<file path="src/rtl/cpu_pkg.sv">
// Shared definitions for the CPU front end: encoding patterns, decode result
// types and the fetch tracker state.
package cpu_pkg;

    localparam int PC_WIDTH_DEFAULT = 8;

    // Each opcode is recognised by (ir & MSK) == PAT; reserved bits sit inside the mask.
    localparam logic [7:0] PAT_PAUSE  = 8'h01, MSK_PAUSE  = 8'hFF;
    localparam logic [7:0] PAT_SR0    = 8'h10, MSK_SR0    = 8'hF0;
    localparam logic [7:0] PAT_SRH0   = 8'h20, MSK_SRH0   = 8'hF0;
    localparam logic [7:0] PAT_CLR    = 8'h30, MSK_CLR    = 8'hFC;
    localparam logic [7:0] PAT_BRZ    = 8'h40, MSK_BRZ    = 8'hE0;
    localparam logic [7:0] PAT_BR     = 8'h60, MSK_BR     = 8'hE0;
    localparam logic [7:0] PAT_ADDI   = 8'h80, MSK_ADDI   = 8'hE0;
    localparam logic [7:0] PAT_SUBI   = 8'hA0, MSK_SUBI   = 8'hE0;
    localparam logic [7:0] PAT_MOV    = 8'hC0, MSK_MOV    = 8'hF0;
    localparam logic [7:0] PAT_MOVA   = 8'hD0, MSK_MOVA   = 8'hF3;
    localparam logic [7:0] PAT_MOVR   = 8'hE0, MSK_MOVR   = 8'hF0;
    localparam logic [7:0] PAT_MOVRHS = 8'hF0, MSK_MOVRHS = 8'hF0;

    typedef enum logic [1:0] {
        TRK_IDLE  = 2'd0,
        TRK_WAIT  = 2'd1,
        TRK_VALID = 2'd2
    } trk_state_e;

    typedef struct packed {
        logic br;
        logic brz;
        logic addi;
        logic subi;
        logic sr0;
        logic srh0;
        logic clr;
        logic mov;
        logic mova;
        logic movr;
        logic movrhs;
        logic pause;
        logic illegal;
    } op_strobes_t;

    typedef struct packed {
        logic [4:0] imm5;
        logic [1:0] reg_a;
        logic [1:0] reg_b;
    } dec_fields_t;

    function automatic logic match_enc(input logic [7:0] ir, input logic [7:0] pat,
                                       input logic [7:0] msk);
        return (ir & msk) == pat;
    endfunction

endpackage

</file>
<file path="src/rtl/instr_decoder.sv">
// Purely combinational instruction decode: IR byte to one-hot opcode strobes
// plus immediate/register fields. The parent registers the results.
module instr_decoder
    import cpu_pkg::*;
(
    input  logic [7:0]  ir_i,
    output op_strobes_t strobes_o,
    output dec_fields_t fields_o
);

    always_comb begin
        strobes_o        = '0;
        strobes_o.br     = match_enc(ir_i, PAT_BR,     MSK_BR);
        strobes_o.brz    = match_enc(ir_i, PAT_BRZ,    MSK_BRZ);
        strobes_o.addi   = match_enc(ir_i, PAT_ADDI,   MSK_ADDI);
        strobes_o.subi   = match_enc(ir_i, PAT_SUBI,   MSK_SUBI);
        strobes_o.sr0    = match_enc(ir_i, PAT_SR0,    MSK_SR0);
        strobes_o.srh0   = match_enc(ir_i, PAT_SRH0,   MSK_SRH0);
        strobes_o.clr    = match_enc(ir_i, PAT_CLR,    MSK_CLR);
        strobes_o.mov    = match_enc(ir_i, PAT_MOV,    MSK_MOV);
        strobes_o.mova   = match_enc(ir_i, PAT_MOVA,   MSK_MOVA);
        strobes_o.movr   = match_enc(ir_i, PAT_MOVR,   MSK_MOVR);
        strobes_o.movrhs = match_enc(ir_i, PAT_MOVRHS, MSK_MOVRHS);
        strobes_o.pause  = match_enc(ir_i, PAT_PAUSE,  MSK_PAUSE);
        // The patterns are disjoint, so anything matching none is unassigned.
        strobes_o.illegal = ~(|strobes_o[12:1]);

        fields_o       = '0;
        fields_o.imm5  = ir_i[4:0];
        fields_o.reg_a = (strobes_o.addi || strobes_o.subi) ? ir_i[4:3] : ir_i[3:2];
        fields_o.reg_b = ir_i[1:0];
    end

endmodule

</file>
<file path="src/rtl/fetch_decode_unit.sv">
// CPU front end: program counter, ROM fetch tracking, instruction register and
// registered decode outputs for the control FSM.
module fetch_decode_unit
    import cpu_pkg::*;
#(
    parameter int PC_WIDTH    = PC_WIDTH_DEFAULT,
    parameter int ROM_LATENCY = 1
) (
    input  logic                clk,
    input  logic                reset_n,
    input  logic                fetch,
    input  logic                increment_pc,
    input  logic                commit_branch,
    input  logic [PC_WIDTH-1:0] branch_target,
    output logic [PC_WIDTH-1:0] imem_addr,
    input  logic [7:0]          imem_data,
    output logic                instr_valid,
    output logic                br,
    output logic                brz,
    output logic                addi,
    output logic                subi,
    output logic                sr0,
    output logic                srh0,
    output logic                clr,
    output logic                mov,
    output logic                mova,
    output logic                movr,
    output logic                movrhs,
    output logic                pause,
    output logic                illegal,
    output logic [2:0]          imm3,
    output logic [3:0]          imm4,
    output logic [4:0]          imm5,
    output logic [1:0]          reg_a,
    output logic [1:0]          reg_b,
    output logic [PC_WIDTH-1:0] pc,
    output trk_state_e          dbg_state
);

    localparam logic [1:0] LAST_WAIT = 2'(ROM_LATENCY);

    trk_state_e          state_q, state_d;
    logic [1:0]          cnt_q, cnt_d;
    logic                load;
    logic [PC_WIDTH-1:0] pc_q, pc_d, addr_q;
    logic [7:0]          ir_q, ir_d;
    op_strobes_t         dec_strobes, strobes_q, strobes_d;
    dec_fields_t         dec_fields, fields_q;

    // WAIT counts edges since the fetch; IR captures imem_data on the last one.
    always_comb begin
        state_d = state_q;
        cnt_d   = cnt_q;
        load    = 1'b0;
        case (state_q)
            TRK_IDLE, TRK_VALID: begin
                if (fetch) begin
                    state_d = TRK_WAIT;
                    cnt_d   = '0;
                end
            end
            TRK_WAIT: begin
                if (cnt_q == LAST_WAIT) begin
                    state_d = TRK_VALID;
                    load    = 1'b1;
                end else begin
                    cnt_d = cnt_q + 2'd1;
                end
            end
            default: state_d = TRK_IDLE;
        endcase
    end

    always_comb begin
        pc_d = pc_q;
        if (commit_branch) begin
            pc_d = branch_target;
        end else if (increment_pc) begin
            pc_d = pc_q + PC_WIDTH'(1);
        end
    end

    // Decode the value IR is about to hold so strobes line up with instr_valid.
    assign ir_d      = load ? imem_data : ir_q;
    assign strobes_d = (state_d == TRK_VALID) ? dec_strobes : '0;

    instr_decoder u_decoder (
        .ir_i      (ir_d),
        .strobes_o (dec_strobes),
        .fields_o  (dec_fields)
    );

    always_ff @(posedge clk or negedge reset_n) begin
        if (!reset_n) begin
            state_q   <= TRK_IDLE;
            cnt_q     <= '0;
            pc_q      <= '0;
            addr_q    <= '0;
            ir_q      <= '0;
            strobes_q <= '0;
            fields_q  <= '0;
        end else begin
            state_q   <= state_d;
            cnt_q     <= cnt_d;
            pc_q      <= pc_d;
            addr_q    <= pc_q;
            ir_q      <= ir_d;
            strobes_q <= strobes_d;
            fields_q  <= dec_fields;
        end
    end

    assign imem_addr   = addr_q;
    assign pc          = pc_q;
    assign instr_valid = (state_q == TRK_VALID);
    assign dbg_state   = state_q;
    assign {br, brz, addi, subi, sr0, srh0, clr, mov, mova, movr, movrhs, pause, illegal} = strobes_q;
    assign imm5  = fields_q.imm5;
    assign imm4  = fields_q.imm5[3:0];
    assign imm3  = fields_q.imm5[2:0];
    assign reg_a = fields_q.reg_a;
    assign reg_b = fields_q.reg_b;

endmodule

</file>
<file path="config.mk">
export PLATFORM = sky130hd
export DESIGN_NAME = fetch_decode_unit
export DESIGN_NICKNAME = d
export VERILOG_FILES = /design/src/rtl/cpu_pkg.sv /design/src/rtl/instr_decoder.sv /design/src/rtl/fetch_decode_unit.sv
export SDC_FILE = /design/constraint.sdc
export NUM_CORES = 1
export LEC_CHECK = 0
export CAP_MARGIN = 20
export CELL_PAD_IN_SITES_DETAIL_PLACEMENT = 0
export CELL_PAD_IN_SITES_GLOBAL_PLACEMENT = 1
export CORE_AREA = 2 2 78 80
export DETAILED_ROUTE_END_ITERATION = 6
export DIE_AREA = 0 0 80 82
export PLACE_DENSITY = 0.92
export SYNTH_ARGS = -nofsm -noshare
export SYNTH_HDL_FRONTEND = slang
export SYNTH_SLANG_ARGS = --single-unit
</file>
<file path="constraint.sdc">
create_clock -name clk -period 3.6 [get_ports clk]
set_clock_uncertainty 0.2 [all_clocks]
set_input_delay 0.36 -clock clk [delete_from_list [all_inputs] [get_ports clk]]
set_output_delay 0.36 -clock clk [all_outputs]
set_load 0.03 [all_outputs]
</file>
==> flow_metrics.py <==
metrics = {
    "flow_run": {
        "drv_cap": 0,
    },
    "setup_path": {
        "worstReg2RegStart": "cnt_q[1]$_DFFE_PN0P_",
        "crit_path_end_kind": "register",
        "startpoint_type": "register",
        "crit_start": "cnt_q[1]$_DFFE_PN0P_",
        "crit_required_ns": 3.60,
        "arrival_ns": 2.49,
        "critical_path_class": "reg -> reg",
        "crit_path_max_fanout": 15,
    },
    "synthesis": {
        "synth_top_area_share_pct": 53.05,
        "synth_mux_area_share_pct": 6.107,
        "synth_ff_type": "dfrtp_1",
        "synth_top_area_cell": "dfrtp_1",
        "yosysSeqAreaShare_pct": 53.05,
        "synthCells": 176,
        "syn-cell-area_um2": 2028,
        "ys_ff_latch": 43,
        "synth_top_family_by_area": "simple AND/OR/NAND/NOR gates",
        "ys_top_cells_by_count": "43 x dfrtp_1, 20 x nand2_1, 14 x buf_4",
        "yosysWarnings": 0,
        "async_flop_share_pct": 100.0,
        "synth_area_per_cell_um2": 11.52,
        "synth_compound_area_share_pct": 5.552,
        "synth_area_leaders": "dfrtp_1 53%, buf_4 5.2%, xor2_1 3.9%, nand2_1 3.7%, ha_1 3.1%",
        "synthXorXnorAreaFrac_pct": 4.318,
        "yosysMostFrequentCell": "dfrtp_1",
        "yosys.area_share.adder_pct": 3.085,
        "synth-simple-area-share_pct": 19.12,
        "syn_nets": 202,
        "synth_enable_flop_cells": 0,
        "ys_types": 43,
    },
    "final_layout": {
        "num-nets-final": 259,
        "insertedDiodeCount": 0,
        "post-route-util_pct": 47.95,
        "fill_cells": 521,
        "areaGrowthSynthToFinish_pct": 35.84,
        "drive_above_1_share_pct": 13.68,
    },
    "power_and_ir_drop": {
        "p_switching_mw": 0.9340,
        "seqPwrFrac_pct": 33.0,
        "clkPwrFrac_pct": 15.0,
        "switching_share_pct": 42.86,
        "leakagePower_nw": 1.191,
        "power_density_nw_per_um2": 791.0,
        "combPwrFrac_pct": 52.0,
        "intPower_mw": 1.245,
        "ir_drop_v": 0.0004167,
        "power_mw": 2.179,
    },
    "floorplanning": {
        "dieHeight_um": 82,
        "start_util_pct": 35.30,
        "die-area_um2": 6560,
        "rows": 28,
        "fp.dieW_um": 80,
        "core_um2": 5746,
        "io_pins": 69,
    },
    "clock_tree": {
        "clock-sinks": 43,
        "cts_tree": "done",
        "clk_latency_ns": 0.29,
        "cts_buffer_depth": 2,
        "ctsHoldBuffers": 0,
        "numCtsBuffers": 5,
        "cts_setup_buffers": 0,
        "cts-htree-levels": 2,
        "cts_root_buffer": "clkbuf_8",
        "cts_resized": 0,
        "clkSlewWorstSetupHoldPaths_ns": 0.08,
    },
    "global_route": {
        "grt_antenna_before_repair": 0,
        "grt_pass1_vias": 1535,
        "grt_max_degree": 44,
        "grt_pass1_wl_um": 7155,
        "gr-total-overflow": 0,
        "grt_use_total_pct": 14.39,
    },
    "place": {
        "io_buffers": 68,
        "dp_hpwl_um": 3150,
        "place_congestion": 0.8944,
    },
    "run_status": {
        "violations": "hold timing",
        "status": "finished, violations left",
    },
    "detailed_routing": {
        "routed_wirelength_um": 4213,
        "final_antenna_net_count": 0,
        "first_iter_violations": 54,
        "vias": 1440,
        "via_per_inst": 4.660,
        "drc": 0,
        "wire_per_inst_um": 13.63,
        "first_pass_iters": 6,
    },
    "timing": {
        "finalCritPeriodShare_pct": 69.02,
        "hold-worst-slack_ns": -0.0003366,
        "period_minus_slack_ns": 2.485,
        "max_freq_mhz": 402.4,
        "rsz0062_at_grt": "no",
        "relSlewSlack_pct": 37.42,
        "tns_ns": 0,
        "worst_slew_pin_slew_ns": 0.9387,
        "finalSetupViolations": 0,
        "final_hold_viol_count": 1,
        "maxSlewViolCount": 0,
    },
    "hold_path": {
        "hold_path_class": "in -> async",
    },
}
==> state kept, by name, indices dropped and copies added (netlist names), 2 cells and up <==
| register | cells |
|---|---|
| cnt_q | 2 |
| dbg_state | 2 |
| imem_addr | 8 |
| imm5 | 3 |
| ir_q | 4 |
| pc | 8 |
| reg_a | 2 |
==> area by class of cell <==
cell class | count | area [µm²] | area share, %
multi-input cells | 107 | 774.5 | 28.11
clock buffers | 8 | 100.1 | 3.633
flip-flops and latches | 43 | 1076 | 39.06
well taps | 75 | 93.84 | 3.406
repair buffers | 68 | 675.6 | 24.52
inverters | 8 | 35.03 | 1.272
==> critical path: stages (launching register included) <==
cell and delay [ns]:
dfrtp_1 0.37, inv_1 0.07, ha_1 0.24, nand3b_4 0.24, mux2i_1 0.38, inv_1 0.17
ha_1 0.29, nand3b_1 0.12, o22ai_2 0.09, nor4_2 0.23
==> kinds of logic (layout without fill, tap and decap cells) <==
group | after synthesis | after routing
AND/OR/NAND/NOR | 64 | 64
XOR/XNOR | 10 | 10
flip-flops | 43 | 43
buffers and inverters | 26 | 84
adder cells (fa/ha/maj) | 5 | 5
AO/OA/AOI/OAI | 18 | 18
multiplexers | 10 | 10
==> power by group through the flow <==
stage / combinational [mW] / clock, mW / sequential, mW
after floorplan: 0.772 / 0 / 0.811
after global placement: 1.12 / 0 / 0.727
after detailed placement: 1.13 / 0 / 0.728
after CTS: 1.14 / 0.341 / 0.720
after global routing: 1.23 / 0.367 / 0.740
final: 1.13 / 0.327 / 0.719
==> metal layers <==
metal / global-route usage, % / up-vias / wire, µm
met2: 23.25 / 53 / 2028
met1: 17.18 / 689 / 1775
met5: 0 / - / 0
li1: - / 694 / -
met3: 5.824 / 4 / 356
met4: 5.763 / 0 / 53
==> through the flow <==
step,instance area (µm²),cells,setup slack [ns]
global route,2755,309,0.8860
global placement,2655,301,1.228
CTS,2755,309,1.123
floorplan,2028,176,1.374
detailed placement,2655,301,1.133
finish,2755,309,1.115
==> final timing paths <==
check,to,slack [ns],cells after the start
max in group asynchronous,imem_addr[3]$_DFF_PN0_,2.60,1
min in group clk,imem_addr[7]$_DFF_PN0_,0.23,0
worst max-delay path,illegal$_DFF_PN0_,1.12,9
worst min-delay path,imem_addr[7]$_DFF_PN0_,-0.0003,1
worst max register to register,illegal$_DFF_PN0_,1.12,9
worst min register to register,imem_addr[7]$_DFF_PN0_,0.23,0
==> layout by cell type, fill, tap and decap left out, types with 2 or more instances in the layout <==
master,count
nand3_1,3
inv_1,5
clkbuf_8,7
inv_2,2
nor2_1,10
nor2_2,2
xor2_1,9
clkdlybuf4s50_1,67
nand2_1,20
nor3_2,2
o21ai_0,9
nand2_4,2
and3_1,2
nand4_1,6
dfrtp_1,43
ha_1,5
mux2_2,2
a21oi_1,4
nor3b_1,2
and2_1,2
nand3b_1,2
nand2_2,2
mux2i_1,5
Power figures use the tool's default switching activity.
